<file path="src/rtl/alu_issue_ctrl.sv">
// Issue/writeback control stage in front of a combinational 32-bit ALU.
// Decodes one instruction per transaction, drives the ALU, writes back results and flags.
module alu_issue_ctrl #(
  parameter int unsigned NREGS        = 8,
  parameter logic [15:0] RESET_PC_TAG = 16'd0
) (
  input  logic        clk,
  input  logic        rst_n,
  input  logic        instr_valid,
  input  logic [31:0] instr,
  output logic        instr_ready,
  output logic [31:0] alu_a,
  output logic [31:0] alu_b,
  output logic [5:0]  alu_op,
  output logic        alu_cin,
  input  logic [31:0] alu_res,
  input  logic        alu_cout,
  output logic        done,
  output logic        illegal,
  output logic        flag_c,
  output logic        flag_z,
  output logic        flag_n,
  output logic [15:0] retired,
  input  logic [2:0]  dbg_addr,
  output logic [31:0] dbg_data
);

  typedef enum logic [2:0] {IDLE, DECODE, EXEC, WB, ERR} state_t;

  localparam logic [5:0] OP_ADD = 6'b010000;
  localparam logic [5:0] OP_SUB = 6'b010001;
  localparam logic [5:0] OP_EQ  = 6'b100000;
  localparam logic [5:0] OP_SLL = 6'b110000;
  localparam logic [5:0] OP_SRL = 6'b110001;
  localparam logic [5:0] OP_SRA = 6'b110010;

  state_t      state_q, state_d;
  logic [31:0] instr_q;
  logic [31:0] regs_q [NREGS];
  logic [31:0] res_q;
  logic        cout_q;
  logic [31:0] alu_a_q, alu_b_q;
  logic [5:0]  alu_op_q;
  logic        alu_cin_q;
  logic        flag_c_q, flag_z_q, flag_n_q;
  logic [15:0] retired_q;

  logic [5:0]  opcode;
  logic [2:0]  rd, rs1, rs2;
  logic        use_carry, imm_sel;
  logic [14:0] imm;
  logic        opcode_legal;
  logic [31:0] rs1_val, rs2_val;

  assign opcode    = instr_q[31:26];
  assign rd        = instr_q[25:23];
  assign rs1       = instr_q[22:20];
  assign rs2       = instr_q[19:17];
  assign use_carry = instr_q[16];
  assign imm_sel   = instr_q[15];
  assign imm       = instr_q[14:0];

  always_comb begin
    opcode_legal = 1'b0;
    case (opcode)
      OP_ADD, OP_SUB, OP_EQ, OP_SLL, OP_SRL, OP_SRA: opcode_legal = 1'b1;
      default:                                        opcode_legal = 1'b0;
    endcase
  end

  // Register 0 is hard-wired to zero on every read port.
  assign rs1_val  = (rs1 == '0)      ? '0 : regs_q[rs1];
  assign rs2_val  = (rs2 == '0)      ? '0 : regs_q[rs2];
  assign dbg_data = (dbg_addr == '0) ? '0 : regs_q[dbg_addr];

  always_comb begin
    state_d = state_q;
    case (state_q)
      IDLE:    if (instr_valid) state_d = DECODE;
      DECODE:  state_d = opcode_legal ? EXEC : ERR;
      EXEC:    state_d = WB;
      WB:      state_d = IDLE;
      ERR:     state_d = IDLE;
      default: state_d = IDLE;
    endcase
  end

  assign instr_ready = (state_q == IDLE);
  assign done        = (state_q == WB);
  assign illegal     = (state_q == ERR);

  always_ff @(posedge clk or negedge rst_n) begin
    if (!rst_n) begin
      state_q <= IDLE;
      instr_q <= '0;
    end else begin
      state_q <= state_d;
      if (state_q == IDLE && instr_valid) instr_q <= instr;
    end
  end

  always_ff @(posedge clk or negedge rst_n) begin
    if (!rst_n) begin
      alu_a_q   <= '0;
      alu_b_q   <= '0;
      alu_op_q  <= '0;
      alu_cin_q <= 1'b0;
      res_q     <= '0;
      cout_q    <= 1'b0;
    end else begin
      if (state_q == DECODE && opcode_legal) begin
        alu_op_q  <= opcode;
        alu_a_q   <= rs1_val;
        alu_b_q   <= imm_sel ? {17'b0, imm} : rs2_val;
        alu_cin_q <= use_carry & flag_c_q;
      end
      if (state_q == EXEC) begin
        res_q  <= alu_res;
        cout_q <= alu_cout;
      end
    end
  end

  // Architectural state only changes on the edge that leaves WB.
  always_ff @(posedge clk or negedge rst_n) begin
    if (!rst_n) begin
      for (int unsigned i = 0; i < NREGS; i++) regs_q[i] <= '0;
      flag_c_q  <= 1'b0;
      flag_z_q  <= 1'b0;
      flag_n_q  <= 1'b0;
      retired_q <= RESET_PC_TAG;
    end else if (state_q == WB) begin
      if (rd != '0) regs_q[rd] <= res_q;
      flag_z_q  <= (res_q == '0);
      flag_n_q  <= res_q[31];
      if (alu_op_q == OP_ADD || alu_op_q == OP_SUB) flag_c_q <= cout_q;
      retired_q <= retired_q + 16'd1;
    end
  end

  assign alu_a   = alu_a_q;
  assign alu_b   = alu_b_q;
  assign alu_op  = alu_op_q;
  assign alu_cin = alu_cin_q;
  assign flag_c  = flag_c_q;
  assign flag_z  = flag_z_q;
  assign flag_n  = flag_n_q;
  assign retired = retired_q;

endmodule

</file>
<file path="config.mk">
export PLATFORM = sky130hd
export DESIGN_NAME = alu_issue_ctrl
export DESIGN_NICKNAME = d
export VERILOG_FILES = /design/src/rtl/alu_issue_ctrl.sv
export SDC_FILE = /design/constraint.sdc
export NUM_CORES = 1
export LEC_CHECK = 0
export CORE_MARGIN = 2
export CORE_UTILIZATION = 54
export CTS_CLUSTER_DIAMETER = 60
export DETAILED_ROUTE_END_ITERATION = 16
export PLACE_DENSITY = 0.76
export SYNTH_ARGS = -nofsm -noshare
export SYNTH_HDL_FRONTEND = slang
export SYNTH_SLANG_ARGS = --single-unit
</file>
<file path="constraint.sdc">
create_clock -name clk -period 5.1 [get_ports clk]
set_clock_uncertainty 0.15 [all_clocks]
set_input_delay 0.51 -clock clk [delete_from_list [all_inputs] [get_ports clk]]
set_output_delay 0.51 -clock clk [all_outputs]
set_load 0.01 [all_outputs]
</file>
Word level (Yosys, flattened, before mapping):

Index checks and enable logic that the tools add are counted.

* bits in latches: 0
* logic and storage cells: 77
* memories kept: 0
* output and inout port bits: 125
* memory bits (writable): 0
* register bits: 414
* ROM bits: 0

* shifts and indexed selects: 0
* $mul: 0
* $add $sub $neg: 1
* equal/unequal tests: 13
* bitwise gates (word level): 5
* divide/modulo/power cells: 0
* reduce and logical (&&, ||, !) cells: 13
* multiplexer cells: 20
* $lt $le $gt $ge: 5

Operators with widths (count)
* two-way mux 32 bit: 11
* binary-select mux 32 bit (select 3 bit): 3
* bitwise mux 256 bit: 1
* demux 32 bit (select 3 bit): 1
* logical NOT 32 bit: 1
* equality test 6 x 5 -> 1 bit, second input constant: 4
* equality test 6 bit, second input constant: 4
* adder 16 x 1 -> 16 bit, second input constant: 1
* greater-or-equal comparator 4 bit, second input constant: 4
* inverter 3 -> 4 bit: 4
* logical NOT 3 bit: 4
* case mux 3 bit (3 select lines): 1
* equality test 3 x 2 -> 1 bit, second input constant: 2
* two-way mux 3 bit: 2
* OR reduction 6 bit: 1
* less-than comparator 4 x 1 -> 1 bit, second input constant: 1
* AND reduction 2 bit: 2
* equality test 3 x 1 -> 1 bit, second input constant: 1
* equality test 3 bit, second input constant: 1
* logical AND 1 bit: 3
* nonzero test 3 bit: 1
* inequality test 2 bit, second input constant: 1
* AND 1 bit: 1
* logical OR 1 bit: 1
* two-way mux 1 bit: 1

Depth between registers and ports, before layout:

Gate-level depths: netlist (run 1).

* depth in word-level cells: 6
* gate-level depth with buffers: 8
* depth with buffers taken out: 5

Worst setup path after synthesis (run 1):

No wires, ideal clock.

* kind: input-to-output
* from: input dbg_addr[0]
* to: output dbg_data[17]
* path buffers: 2
* cell stages on the path: 5
* arrival: 1.990 ns
* setup slack: 2.450 ns
* path through: clkbuf_1 buf_2 mux4_2 inv_1 a21oi_1

* cells in the longest elaborated chain, start to end: 5
* elaborated cells on any way between the ends: 6
* classes of those cells: 4 x mux; 1 x bitwise; 1 x reduce/logical

Ends and longest elaborated chain
* start, declared: line 24 `input logic [2:0] dbg_addr,`
* inverter 3 -> 4 bit (not written as such): line 74 `assign dbg_data = (dbg_addr == '0) ? '0 : regs_q[dbg_addr];`
* binary-select mux 32 bit (select 3 bit): line 74
* two-way mux 32 bit (not written as such) (2 in a row): line 74
* two-way mux 32 bit (*): line 74
* end, declared: line 25 `output logic [31:0] dbg_data`

Mark *: on every way between the ends. The rest lies on a longest branch, timed or not. The select of a mux whose other input is x is not followed.

Worst setup path after layout (run 1):

* from: input dbg_addr[1]
* to: output dbg_data[14]

The elaborated chain is that of the path after synthesis.

==> impl_metrics.py, run 1 <==
metrics = {
    "setup_path": {
        "r2r-start": "state_q[2]",
        "r2r_setup_slack_ns": 1.81,
        "critical_path_arrival_ns": 2.82,
        "crit_required_ns": 4.44,
        "worstRegToRegCells": 6,
        "worstSetupEndpointType": "primary output",
        "start_kind": "input pin",
        "r2r_end": "regs_q[150]",
        "crit_type": "in -> out",
        "cp_max_fo": 25,
    },
    "yosys": {
        "ys_types": 48,
        "syn_inst": 1485,
        "synth-seq-area-share_pct": 48.45,
        "syn_area_per_cell_sq_um": 13.29,
        "netlist_area_sq_um": 19730,
        "synth_flop_cell": "dfrtp_1",
        "async_flop_share_pct": 100.0,
        "yosys.area.top_type_share_pct": 48.45,
        "ys_top_cells_by_area": "dfrtp_1 (48%), mux2_2 (25%), mux4_2 (9.0%)",
        "synth_edf_count": 0,
        "ys_ff_latch": 382,
        "synthesis.nets": 1557,
        "synth_top_area_cell": "dfrtp_1",
        "yosys_warnings": 0,
    },
    "power": {
        "ir_drop_v": 0.0005644,
        "p_leak_nw": 10.30,
        "power.density_nw_per_um2": 551.5,
        "power_mw": 12.92,
    },
    "cells_and_area": {
        "final_cell_mix": "mux2_2 (433), dfrtp_1 (377), clkdlybuf4s50_1 (191)",
        "nets": 1709,
        "fin_util_pct": 64.61,
        "regArea_sq_um": 9570,
        "multi_input_area_sq_um": 9560,
        "area_delta_synth_final_pct": 18.74,
        "drive_above_1_share_pct": 37.94,
        "layout_commonest_cell": "mux2_2",
        "antenna_cells": 0,
        "n_fill_cell": 2747,
    },
    "timing": {
        "setup_viol": 0,
        "period_share_pct": 68.21,
        "max_slew.worst_pin.slew_ns": 1.173,
        "final_hold_viol_count": 0,
        "fin_crit_ns": 3.478,
        "hold_ws_ns": 0.3295,
        "slew_viol_final": 0,
        "tns_ns": 0,
        "slew_headroom_pct": 21.72,
        "rsz0062_at_grt": "false",
        "fmax_ghz": 0.2875,
    },
    "detailed_routing": {
        "first_iter_violations": 1077,
        "wl_per_cell_um": 26.44,
        "post-route-drc-count": 0,
        "viasPerCell": 6.612,
        "first_pass_iters": 5,
        "wl_mm": 56.35,
        "vias": 14090,
        "final_antenna_net_count": 0,
    },
    "clock_network": {
        "htreeDepth": 2,
        "cts_tree": "yes",
        "clk_pin_slew_ns": 0.06,
        "post-cts-setup-buffers": 0,
        "cts_num_sinks": 382,
        "cts_buffers": 42,
        "cts_buffer_depth": 3,
        "clk_latency_ns": 0.55,
        "cts.repair.resized": 0,
        "cts_hold_buffers": 1,
        "root_buffer": "clkbuf_16",
    },
    "placement": {
        "gp_congestion": 0.8056,
        "numPortBuffers": 195,
        "hpwlAfterDp_mm": 34.15,
    },
    "grt": {
        "grt_remaining_overflow": 0,
        "grt_util_met2_pct": 46.64,
        "grt.total_usage_pct": 29.77,
        "use_met1_pct": 41.05,
        "grt_use_met3_pct": 5.838,
        "antenna_found_initial": 1,
        "grt_pass1_vias": 14550,
        "grt_start_max_net_pins": 115,
        "grt_pass1_wl_mm": 86.54,
        "grt-busiest-layer": "met2",
    },
    "floorplanning": {
        "io_pins": 196,
        "die_x_um": 195.1,
        "core_sq_um": 36260,
        "initial_core_util_pct": 54.41,
        "die_h_um": 195.1,
        "row_count": 70,
        "die_area_sq_um": 38080,
    },
    "flow_run": {
        "drv_cap": 0,
    },
    "worst_hold_path": {
        "hold_path.class": "reg -> reg",
        "hold_depth": 1,
        "min_to": "retired[15]",
        "hold_start": "retired[15]",
    },
    "status": {
        "status": "finished clean",
    },
}
## power by group
part / internal, mW / switching (mW) / total (mW) / leakage [nW]
sequential: 4.03 / 1.51 / 5.54 / 5.15
clock: 1.75 / 1.20 / 2.96 / 0.661
combinational: 2.42 / 2.00 / 4.43 / 4.49
total: 8.20 / 4.71 / 12.9 / 10.3
## critical path: stages
cell             delay [ns]
buf_2                  0.58
buf_4                  0.41
mux2_2                 0.37
a221oi_1               0.24
a21oi_1                0.15
clkdlybuf4s50_1        0.55
## cell families (layout without fill, tap and decap cells)
kind of cell               Yosys count  after routing  share of synthesized area, %
AOI/OAI and AO/OA                  255            255                         8.847
xor gates and xnor gates            15             15                        0.6659
adders and majority gates            2              2                        0.1141
buffers and inverters              156            334                         3.374
DFF                                382            382                         48.45
muxes                              535            535                         34.91
and+or+nand+nor                    140            140                         3.640
## how the worst max path moves through the flow
stage | start | endpoint | cells past startpoint
4_1_cts | dbg_addr[1] | dbg_data[14] | 6
3_3_place_gp | dbg_addr[1] | dbg_data[14] | 6
6_report | dbg_addr[1] | dbg_data[14] | 6
2_1_floorplan | dbg_addr[0] | dbg_data[17] | 5
3_5_place_dp | dbg_addr[1] | dbg_data[14] | 6
5_1_grt | dbg_addr[1] | dbg_data[2] | 6
## routing by layer
layer,vias to the layer above,wire length (um)
li1,5959,-
met1,7284,23550
met2,683,26090
met3,165,4537
met4,0,2163
met5,-,0
## flip-flops by register name, summed over array words and instances, names as in the netlist
register / count
alu_a: 32
alu_b: 32
alu_cin: 1
alu_op: 6
cout_q: 1
flag_c: 1
flag_n: 1
flag_z: 1
instr_q: 32
regs_q: 224
res_q: 32
retired: 16
state_q: 3
## final cells by class
| type | instances | area share (%) |
|---|---|---|
| sequential | 382 | 40.85 |
| timing repair buffer | 230 | 9.593 |
| clock inverter | 4 | 0.08546 |
| tap | 468 | 2.500 |
| multi-input combinational | 947 | 40.81 |
| inverter | 34 | 0.5448 |
| clock buffer | 66 | 5.613 |
## synthesized netlist by cell type (4+ instances only)
library cell,number
mux2_2,433
dfrtp_1,382
clkbuf_1,81
mux4_2,79
o21ai_0,63
nand2_1,53
a221oi_1,48
a21oi_1,35
inv_1,33
a22oi_1,32
buf_2,22
mux2i_1,22
nor2_1,20
o31ai_1,18
nor2b_1,16
o22ai_1,16
a211oi_1,14
a22o_1,13
xnor2_1,13
buf_1,10
nand4_1,8
nor4_1,8
o41ai_1,8
o2bb2ai_1,7
nor3_1,6
buf_6,5
buf_4,4
nand3_1,4
## per-stage QoR
step / setup WS [ns] / std cells / cell area [sq um]
after floorplan: 2.450 / 1485 / 19730
after global placement: 1.678 / 2060 / 22080
after detailed placement: 1.689 / 2060 / 22080
after CTS: 1.678 / 2131 / 23430
after global routing: 1.577 / 2131 / 23430
final: 1.622 / 2131 / 23430
No activity file was read; power rests on OpenSTA's default activity.
==> run 2, diff against run 1 <==
==> constraint.sdc (replaced) <==
create_clock -name clk -period 3.3 [get_ports clk]
set_clock_uncertainty 0.15 [all_clocks]
set_input_delay 0.33 -clock clk [delete_from_list [all_inputs] [get_ports clk]]
set_output_delay 0.33 -clock clk [all_outputs]
set_load 0.01 [all_outputs]
==> impl_metrics.py, run 2 (synthesis gave the netlist of run 1 again) <==
metrics = {
    "status": {
        "status": "finished clean",
    },
    "cells_and_area": {
        "drive_above_1_share_pct": 39.20,
        "largest_register_ffs": 224,
        "final_cell_mix": "mux2_2 (433), dfrtp_1 (377), clkdlybuf4s50_1 (191)",
        "layout_commonest_cell": "mux2_2",
        "final_cells": 2162,
        "largest-register": "regs_q",
        "nets": 1736,
        "antenna_cells": 0,
        "area_delta_synth_final_pct": 20.95,
    },
    "floorplanning": {
        "core_sq_um": 36260,
        "die_x_um": 195.1,
        "row_count": 70,
        "die_area_sq_um": 38080,
        "io_pins": 196,
        "die_h_um": 195.1,
        "initial_core_util_pct": 54.41,
    },
    "timing": {
        "slew_headroom_pct": 33.07,
        "setup_viol": 0,
        "max_slew.worst_pin.slew_ns": 1.004,
        "fmax_ghz": 0.3496,
        "period_share_pct": 86.67,
        "rsz0062_at_grt": "false",
        "tns_ns": 0,
        "fin_crit_ns": 2.860,
        "slew_viol_final": 0,
        "final_hold_viol_count": 0,
    },
    "grt": {
        "grt_util_met2_pct": 46.59,
        "grt.total_usage_pct": 30.19,
        "antenna_found_initial": 2,
        "grt_pass1_wl_mm": 88.49,
        "grt_use_met3_pct": 6.459,
        "grt-busiest-layer": "met2",
        "use_met1_pct": 41.96,
        "grt_remaining_overflow": 0,
        "grt_start_max_net_pins": 90,
        "grt_pass1_vias": 14930,
    },
    "detailed_routing": {
        "post-route-drc-count": 0,
        "wl_mm": 56.36,
        "vias": 14290,
        "viasPerCell": 6.611,
        "first_iter_violations": 1065,
        "final_antenna_net_count": 0,
        "first_pass_iters": 5,
        "wl_per_cell_um": 26.07,
    },
    "clock_network": {
        "root_buffer": "clkbuf_16",
        "cts.repair.resized": 0,
        "cts_hold_buffers": 1,
        "post-cts-setup-buffers": 0,
        "cts_num_sinks": 382,
        "clk_latency_ns": 0.56,
        "htreeDepth": 2,
        "cts_buffers": 43,
        "cts_tree": "yes",
        "cts_buffer_depth": 3,
        "clk_pin_slew_ns": 0.06,
    },
    "placement": {
        "hpwlAfterDp_mm": 35.84,
        "gp_congestion": 0.8634,
        "numPortBuffers": 195,
        "placed_cells": 2086,
    },
    "setup_path": {
        "crit_type": "in -> out",
        "crit_required_ns": 2.82,
        "worstSetupEndpointType": "primary output",
        "start_kind": "input pin",
        "critical_path_arrival_ns": 2.38,
        "cp_max_fo": 32,
        "slowest_stage": "clkdlybuf4s50_1",
        "max_stage_delay_ns": 0.64,
        "path_cells": "buf_4 > nor2b_2 > buf_12 > a22oi_1 > o21ai_0 > clkdlybuf4s50_1",
    },
    "power": {
        "power.density_nw_per_um2": 855.9,
        "ir_drop_v": 0.0007364,
        "p_leak_nw": 10.52,
    },
    "flow_run": {
        "drv_cap": 0,
    },
    "worst_hold_path": {
        "hold_path.class": "in -> reg",
    },
}
==> run 2: changes by cell type in the layout (fill, tap and decap cells not counted), sizes merged <==
cell / previous run / this run
buf: 38 / 64
inv: 34 / 35
clkinv: 4 / 6
bufinv: 0 / 1
clkbuf: 66 / 65
clkinvlp: 0 / 2
==> run 2: worst paths after layout <==
path / start / slack (ns) / cells after the start / to
min in group asynchronous: rst_n / 0.26 / 2 / res_q[23]
setup reg to reg: state_q[0] / 0.55 / 4 / alu_b[26]
hold / removal: alu_res[20] / 0.23 / 2 / res_q[20]
max in group asynchronous: rst_n / 1.92 / 3 / instr_q[8]
setup / recovery: dbg_addr[0] / 0.44 / 6 / dbg_data[31]
hold reg to reg: retired[15] / 0.32 / 1 / retired[15]
==> run 2: critical path: cells and delay by family <==
kind | cells | cell delay, ns
simple gates | 1 | 0.23
buf+inv | 3 | 1.19
compound gates | 2 | 0.59
==> run 2: area by class of cell <==
class | instances | area, sq um
Fill cell | 2651 | 12400
Sequential cell | 382 | 9570
Multi-Input combinational cell | 947 | 9548
Timing Repair Buffer | 256 | 2605
Clock buffer | 65 | 1341
Tap cell | 468 | 585.6
Inverter | 34 | 127.6
Clock inverter | 10 | 83.83
==> run 2: stage by stage <==
| stage | hold slack, ns | worst slack [ns] | power (mW) | util [%] | area, sq um |
|---|---|---|---|---|---|
| 2_1_floorplan | -0.1156 | 1.010 | 12.34 | - | 19730 |
| 3_3_place_gp | 0.2637 | 0.5245 | 15.28 | 61.85 | 22430 |
| 3_5_place_dp | 0.2670 | 0.5058 | 15.54 | 61.85 | 22430 |
| 4_1_cts | 0.2095 | 0.4926 | 20.38 | 65.81 | 23860 |
| 5_1_grt | 0.2331 | 0.3721 | 21.40 | 65.81 | 23860 |
| 6_report | 0.2318 | 0.4400 | 20.42 | 65.81 | 23860 |
==> run 2: power by group <==
group / internal (mW) / total (mW) / switching (mW) / leakage, nW
clock: 2.87 / 4.81 / 1.93 / 0.705
sequential: 6.23 / 8.47 / 2.25 / 5.15
combinational: 3.93 / 7.14 / 3.21 / 4.67
==> run 2: per-layer routing <==
layer / wire, um / up-vias
met4: 2105 / 4
met1: 23670 / 7430
met2: 25910 / 690
met3: 4635 / 146
met5: 32 / -
li1: - / 6023
==> run 3, diff against run 2 <==
--- a/config.mk
+++ b/config.mk
@@ -5,6 +5,7 @@
 export SDC_FILE = /design/constraint.sdc
 export NUM_CORES = 1
 export LEC_CHECK = 0
+export ABC_CLOCK_PERIOD_IN_PS = 3300
 export CORE_MARGIN = 2
 export CORE_UTILIZATION = 54
 export CTS_CLUSTER_DIAMETER = 60
==> results of run 3 <==
Same layout as run 2: the final DEF is identical, and so are final timing and power.
